$ cat config.mk
export PLATFORM = sky130hd
export DESIGN_NAME = online_digit_serializer
export DESIGN_NICKNAME = d
export VERILOG_FILES = /design/src/rtl/online_pkg.sv /design/src/rtl/online_digit_recode.sv /design/src/rtl/online_digit_serializer.sv
export SDC_FILE = /design/constraint.sdc
export NUM_CORES = 1
export LEC_CHECK = 0
export BUFFER_PORTS_ARGS = -buffer_cell sky130_fd_sc_hd__buf_2
export CAP_MARGIN = 0
export CORE_MARGIN = 1.5
export CORE_UTILIZATION = 45
export CTS_BUF_LIST = sky130_fd_sc_hd__clkbuf_8
export CTS_CLUSTER_SIZE = 8
export DETAILED_ROUTE_END_ITERATION = 7
export GPL_TIMING_DRIVEN = 0
export PLACE_DENSITY = 0.69
export SLEW_MARGIN = 20
export SYNTH_ARGS = -nofsm -noshare
export SYNTH_HDL_FRONTEND = slang
export SYNTH_SLANG_ARGS = --single-unit
export TNS_END_PERCENT = 1
$ cat constraint.sdc
create_clock -name clk -period 2.1 [get_ports clk]
set_clock_uncertainty 0.05 [all_clocks]
set_input_delay 0.21 -clock clk [delete_from_list [all_inputs] [get_ports clk]]
set_output_delay 0.21 -clock clk [all_outputs]
set_load 0.01 [all_outputs]
$ cat src/rtl/online_pkg.sv
// Shared definitions for the online-arithmetic operand front-ends:
// digit width, signed-digit encodings and the serializer state type.
package online_pkg;

    localparam int unsigned DIG_W = 2;

    localparam logic [DIG_W-1:0] DIG_ZERO = 2'b00;
    localparam logic [DIG_W-1:0] DIG_POS  = 2'b01;
    localparam logic [DIG_W-1:0] DIG_NEG  = 2'b10;

    typedef enum logic [1:0] {
        IDLE  = 2'd0,
        SHIFT = 2'd1,
        PAD   = 2'd2
    } ser_state_e;

endpackage

$ cat src/rtl/online_digit_recode.sv
// Combinational recode of one two's-complement bit into a radix-2 signed digit.
// The sign bit carries negative weight, so a set sign bit becomes -1.
module online_digit_recode
    import online_pkg::*;
(
    input  logic             bit_i,
    input  logic             is_sign_i,
    output logic [DIG_W-1:0] dig_c_o
);

    always_comb begin
        dig_c_o = DIG_ZERO;
        if (bit_i) begin
            dig_c_o = is_sign_i ? DIG_NEG : DIG_POS;
        end
    end

endmodule

$ cat src/rtl/online_digit_serializer.sv
// MSB-first signed-digit serializer feeding the online multiplier delay chain.
// Define ONLINE_SER_PAD_EN to append PAD_DIGITS zero digits after every operand.
module online_digit_serializer
    import online_pkg::*;
#(
    parameter int unsigned DATA_W     = 8,
    parameter int unsigned PAD_DIGITS = 3
) (
    input  logic              clk,
    input  logic              asyn_reset,
    input  logic              enable,
    input  logic              load_valid,
    output logic              load_ready,
    input  logic [DATA_W-1:0] load_data,
    output logic [DIG_W-1:0]  dig_out,
    output logic              dig_valid,
    output logic              dig_first,
    output logic              dig_last,
    output logic              busy
);

    localparam int unsigned CNT_W = $clog2(DATA_W + PAD_DIGITS + 1);
`ifdef ONLINE_SER_PAD_EN
    localparam int unsigned PAD_EFF = PAD_DIGITS;
`else
    localparam int unsigned PAD_EFF = 0;
`endif
    localparam int unsigned DATA_CNT0 = DATA_W - 1;
    localparam int unsigned PAD_CNT0  = (PAD_EFF > 0) ? PAD_EFF - 1 : 0;
    localparam bit          LOAD_LAST = (DATA_W == 1) && (PAD_EFF == 0);

    ser_state_e        state_q, state_d;
    logic [CNT_W-1:0]  cnt_q, cnt_d;
    logic [DATA_W-1:0] sh_q, sh_d;
    logic [DIG_W-1:0]  dig_out_q, dig_out_d;
    logic              dig_valid_q, dig_valid_d;
    logic              dig_first_q, dig_first_d;
    logic              dig_last_q, dig_last_d;

    logic [DIG_W-1:0]  sign_dig_c;
    logic [DIG_W-1:0]  data_dig_c;
    logic              accept_c;

    // Sign digit comes straight from the offered operand, later digits from the shifter
    online_digit_recode u_recode_sign (
        .bit_i     (load_data[DATA_W-1]),
        .is_sign_i (1'b1),
        .dig_c_o   (sign_dig_c)
    );

    online_digit_recode u_recode_data (
        .bit_i     (sh_q[DATA_W-1]),
        .is_sign_i (1'b0),
        .dig_c_o   (data_dig_c)
    );

    // Ready on the final digit of a frame as well, giving gapless back-to-back frames
    assign load_ready = enable & ((state_q == IDLE) | dig_last_q);
    assign accept_c   = load_valid & load_ready;

    always_ff @(posedge clk or posedge asyn_reset) begin
        if (asyn_reset) begin
            state_q <= IDLE;
        end else begin
            state_q <= state_d;
        end
    end

    always_comb begin
        state_d = state_q;
        if (enable) begin
            unique case (state_q)
                IDLE: begin
                    if (accept_c) begin
                        state_d = SHIFT;
                    end
                end
                SHIFT: begin
                    if (cnt_q == '0) begin
`ifdef ONLINE_SER_PAD_EN
                        if (PAD_EFF > 0) begin
                            state_d = PAD;
                        end else begin
                            state_d = accept_c ? SHIFT : IDLE;
                        end
`else
                        state_d = accept_c ? SHIFT : IDLE;
`endif
                    end
                end
`ifdef ONLINE_SER_PAD_EN
                PAD: begin
                    if (cnt_q == '0) begin
                        state_d = accept_c ? SHIFT : IDLE;
                    end
                end
`endif
                default: state_d = IDLE;
            endcase
        end
    end

    // Datapath and registered digit outputs; everything holds while enable is low
    always_comb begin
        cnt_d       = cnt_q;
        sh_d        = sh_q;
        dig_out_d   = dig_out_q;
        dig_valid_d = dig_valid_q;
        dig_first_d = dig_first_q;
        dig_last_d  = dig_last_q;
        if (enable) begin
            dig_out_d   = DIG_ZERO;
            dig_valid_d = 1'b0;
            dig_first_d = 1'b0;
            dig_last_d  = 1'b0;
            if (accept_c) begin
                cnt_d       = CNT_W'(DATA_CNT0);
                sh_d        = load_data << 1;
                dig_out_d   = sign_dig_c;
                dig_valid_d = 1'b1;
                dig_first_d = 1'b1;
                dig_last_d  = LOAD_LAST;
            end else begin
                unique case (state_q)
                    SHIFT: begin
                        if (cnt_q != '0) begin
                            cnt_d       = cnt_q - CNT_W'(1);
                            sh_d        = sh_q << 1;
                            dig_out_d   = data_dig_c;
                            dig_valid_d = 1'b1;
                            dig_last_d  = (PAD_EFF == 0) && (cnt_q == CNT_W'(1));
                        end else if (PAD_EFF > 0) begin
                            cnt_d       = CNT_W'(PAD_CNT0);
                            dig_valid_d = 1'b1;
                            dig_last_d  = (PAD_EFF == 1);
                        end
                    end
`ifdef ONLINE_SER_PAD_EN
                    PAD: begin
                        if (cnt_q != '0) begin
                            cnt_d       = cnt_q - CNT_W'(1);
                            dig_valid_d = 1'b1;
                            dig_last_d  = (cnt_q == CNT_W'(1));
                        end
                    end
`endif
                    default: ;
                endcase
            end
        end
    end

    always_ff @(posedge clk or posedge asyn_reset) begin
        if (asyn_reset) begin
            cnt_q       <= '0;
            sh_q        <= '0;
            dig_out_q   <= DIG_ZERO;
            dig_valid_q <= 1'b0;
            dig_first_q <= 1'b0;
            dig_last_q  <= 1'b0;
        end else begin
            cnt_q       <= cnt_d;
            sh_q        <= sh_d;
            dig_out_q   <= dig_out_d;
            dig_valid_q <= dig_valid_d;
            dig_first_q <= dig_first_d;
            dig_last_q  <= dig_last_d;
        end
    end

    assign dig_out   = dig_out_q;
    assign dig_valid = dig_valid_q;
    assign dig_first = dig_first_q;
    assign dig_last  = dig_last_q;
    assign busy      = (state_q != IDLE);

endmodule

* Word-level counts from Yosys, hierarchy flattened *
Cells that the tools add are included.

word-level totals
  register bits = 19
  input port bits = 12
  output and inout port bits = 7

cells by class
  $add $sub $neg = 1
  equality and inequality tests = 4
  muxes and demuxes = 22
  bitwise gates (word level) = 3
  reductions and logical operators = 8

operators by type and width
  kind                                               count
  two-way mux 8 bit                                  3
  two-way mux 2 bit                                  6
  two-way mux 4 bit                                  3
  two-way mux 1 bit                                  9
  AND reduction 3 bit                                2
  nonzero test 2 bit                                 3
  == test 4 x 1 -> 1 bit (second input constant)     1
  zero test 4 bit                                    1
  inequality test 2 bit (second input constant)      2
  one-hot mux 2 bit (2 select lines)                 1
  nonzero test 4 bit                                 1
  subtractor 4 x 1 -> 4 bit (second input constant)  1
  AND 1 bit                                          2
  == test 2 x 1 -> 1 bit (second input constant)     1
  zero test 2 bit                                    1
  OR 1 bit                                           1

* Logic depth before layout (Yosys ltp) *
  depth after elaboration = 7
  depth in mapped cells = 6

* Cells and area by module *
Synthesis repeated with hierarchy kept, for this count alone.

second synthesis, totals
  cells, all modules = 99
  area, all modules = 897.1 µm²

by module, submodules not included
  module                   times used  cells each  area an instance (µm²)  sequential area each (µm²)
  online_digit_serializer  1           95          864.6                   425.4
  online_digit_recode      2           2           16.3                    0.0

* Worst setup path after synthesis *
No wires, ideal clock.

  kind = reg-to-reg
  from = reg cnt_q[0]
  to = reg sh_q[5]
  library setup time = 0.130 ns
  arrival time = 1.357 ns
  setup slack = 0.564 ns
  stages on the path, launching flop included = 7
  period minus slack after synthesis = 1.536 ns
  cells stage by stage = dfrtp_1 -> inv_1 -> ha_1 -> or3b_2 -> clkbuf_1 -> nand3_1 -> a31oi_1

between the ends
  longest elaborated chain between the ends = 3

ends and longest elaborated chain
  what                                  RTL line                        source
  start: declaration                    online_digit_serializer.sv:33   logic [CNT_W-1:0] cnt_q, cnt_d;
  start signal: assignment              online_digit_serializer.sv:162  cnt_q <= cnt_d;
  nonzero test 4 bit                    online_digit_serializer.sv:126  if (cnt_q != '0) begin
  nonzero test 2 bit (no source line)   -
  AND reduction 3 bit (no source line)  -
  end signal: assignment                online_digit_serializer.sv:156  sh_q <= '0;
  end signal: assignment                online_digit_serializer.sv:163  sh_q <= sh_d;
  end: declaration                      online_digit_serializer.sv:34   logic [DATA_W-1:0] sh_q, sh_d;

Every way passes these cells.
A chain may end at the register's enable or synchronous reset.

* Worst setup path after layout *
  from = reg cnt_q[0]
  to = reg sh_q[7]

The elaborated chain is that of the path after synthesis.

==> metrics.txt <==
final core utilization=0.574; failing checks=hold timing; Post-Syn Nets=99; WP data required=2220 ps; CTS Sinks=17; top cell type's share of synthesized area=0.517; gr ovfl total=0; # DRC=0; outcome=finished, violations left; CP endpoint kind=register; Resize count post-CTS=0; core box area=approximately 0.0017 mm2; Die Wd=roughly 46 um; final hold violation count=17; cell area power density=1280 mW/mm2; mean post-synth cell area=around 9.7 um2; PnR worst setup slack=311 ps; CP max-delay cell=dfrtp_1; final setup TNS=0 ps; gpl congestion=0.789; first-pass GRT wire length=2720 um; n_diodes=0; RR Startpoint=cnt_q[0]$_DFFE_PP0P_; synth cell count leaders=17 x dfrtp_1, 10 x o21ai_0, 8 x nand3_1; CTS max path bufs=2; Worst EP arrival=between 1500 and 2000 ps; root buf cell=clkbuf_8; max_cap viols=0; CP peak stage delay=slightly above 400 ps; maximum vdd drop=roughly 0.00064 V; CTS tree=yes; Max FO, Critical Path=10; Tot GR Track Use=0.185; post-synthesis sequential area ratio=0.517; dominant cell type by area after synthesis=dfrtp_1; CP Cell Sequence=inv_1 -> ha_1 -> nor3b_1 -> clkbuf_1 -> o21ai_0 -> a31oi_1; area of the multi-input gates=around 360 um2; 1st-iter DRT viols=11; Cell Rows=15; WL final=1750 um; number of global-route vias before repair=617; Die Footprint=0.00210 mm2; CTS clk-pin slew, worst paths=60 ps; Pleak=0.457 nW; reg-to-reg slack, setup=310 ps; YS warnings=0; fraction of layout cells with a size suffix above 1=0.234; placed instance count=approximately 130; final antenna-violating net count=0; dpl hpwl=1220 um; Reg area=425 um2; Starting Density=0.477; DR pass1 iterations=4; Slew Viols, Final=0; r2r worst-path depth=6; Worst-Skew Late Latency=about 250 ps; Final Critical Period=1790 ps; Post-synth EDFFs=0; die height=between 40 and 50 um; Non-Filler Instances=132; H-tree levels=1; Fill cells=165; most frequent cell after synthesis=dfrtp_1; synth unique cells=27; hold_buf cts=0; Final period util=0.852; Mapped Area=823 um2; setup bufs post-CTS=0; largest net degree at the start of global routing=18; vias per cell=roughly 5.4; RSZ-0062 raised after global routing=no; FFs w/ async S/R, synth=1.00; met1 Use GR=0.274; WL per Instance=13.3 um; CP Class=register to register; initial antenna violation count=0; hold slack=-8.24 ps; top cell family by delay on the critical path=buffers and inverters; M3 GR Usage=0.0357; Hold/Removal Path Class=primary input to async pin; worst slew pin tran=approximately 660 ps; fmax=559 MHz; met2 GRT Util=0.256; Final nets=122; Syn Inst Count=85; Vias=719; ranking of synthesized cells by area=dfrtp_1 52%, o21ai_0 6.1%, nand3_1 4.9%; worst path bufs/invs=2; Slew headroom=0.563; Place WS=310 ps; FF-to-FF End=sh_q[7]$_DFFE_PP0P_; Area Growth Syn to Fin=20.4%; Synth Flop Type=dfrtp_1; num ports=19; clock buffer count from CTS=3; Startpoint Class=register; final setup fails=0; register bit total from synthesis=17; Most Used Layer, Global Route=met1; # port buffers=18
## state kept, by name (all words and copies together) (netlist names)
name	flops
dig_first	1
dig_last	1
cnt_q	4
sh_q	7
state_q	1
dig_valid	1
dig_out	2
## where the power goes
| part | total, W | leakage [nW] | internal (W) | switching (W) |
|---|---|---|---|---|
| sequential | 0.000565 | 0.210 | 0.000467 | 0.0000981 |
| clock | 0.000237 | 0.0255 | 0.000131 | 0.000106 |
| combinational | 0.000470 | 0.222 | 0.000207 | 0.000263 |
| total | 0.00127 | 0.457 | 0.000806 | 0.000467 |
## cells by family after synthesis
kind of cell,synth area share
buffers and inverters,0.0486
DFF,0.517
AOI/OAI and AO/OA,0.208
xor gates and xnor gates,0.0106
and+or+nand+nor,0.185
adders and majority gates,0.0304
## cells in the final DEF (no fill, tap or decap)
| cell type | instances |
|---|---|
| nand2_1 | 4 |
| nor3b_1 | 2 |
| buf_2 | 20 |
| inv_1 | 4 |
| o311ai_0 | 1 |
| o21ai_0 | 10 |
| or3b_2 | 1 |
| or3_1 | 1 |
| o2bb2ai_1 | 1 |
| nor3_1 | 6 |
| clkbuf_8 | 3 |
| clkinv_2 | 1 |
| or2_1 | 1 |
| clkbuf_1 | 4 |
| a31oi_1 | 6 |
| nor2b_1 | 1 |
| nor2_1 | 3 |
| a22o_1 | 1 |
| and2_1 | 1 |
| a211o_1 | 1 |
| a21oi_1 | 1 |
| xor2_1 | 1 |
| o2111ai_1 | 1 |
| a21o_1 | 2 |
| nand3_1 | 8 |
| dfrtp_1 | 17 |
| ha_1 | 2 |
| a32o_1 | 2 |
| or4_1 | 1 |
## how the worst max path moves through the flow
stage,from,endpoint,slack (ps),cells past startpoint
after floorplan,cnt_q[0]$_DFFE_PP0P_,sh_q[5]$_DFFE_PP0P_,560,6
after global placement,cnt_q[0]$_DFFE_PP0P_,sh_q[7]$_DFFE_PP0P_,330,6
after detailed placement,cnt_q[0]$_DFFE_PP0P_,sh_q[4]$_DFFE_PP0P_,310,6
after CTS,cnt_q[0]$_DFFE_PP0P_,sh_q[4]$_DFFE_PP0P_,290,6
after global routing,cnt_q[0]$_DFFE_PP0P_,sh_q[2]$_DFFE_PP0P_,130,6
final,cnt_q[0]$_DFFE_PP0P_,sh_q[7]$_DFFE_PP0P_,310,6
## layout make-up
cell class                      count  area share
Buffer                              6      0.0253
Timing Repair Buffer               18      0.0909
Sequential cell                    17       0.429
Multi-Input combinational cell     58       0.361
Tap cell                           25      0.0316
Clock inverter                      1     0.00505
Inverter                            4      0.0152
Clock buffer                        3      0.0417
## metrics by stage
step / total power (W) / area (um2)
6_report: 0.00127 / 991
5_1_grt: 0.00138 / 991
4_1_cts: 0.00129 / 991
3_5_place_dp: 0.00104 / 945
3_3_place_gp: 0.00103 / 945
2_1_floorplan: 0.000889 / 823
## routing by layer
metal	part of all wire	vias up
met5	0	-
li1	-	359
met4	0.014	0
met3	0.024	4
met2	0.44	17
met1	0.52	339
Power figures use the tool's default switching activity.
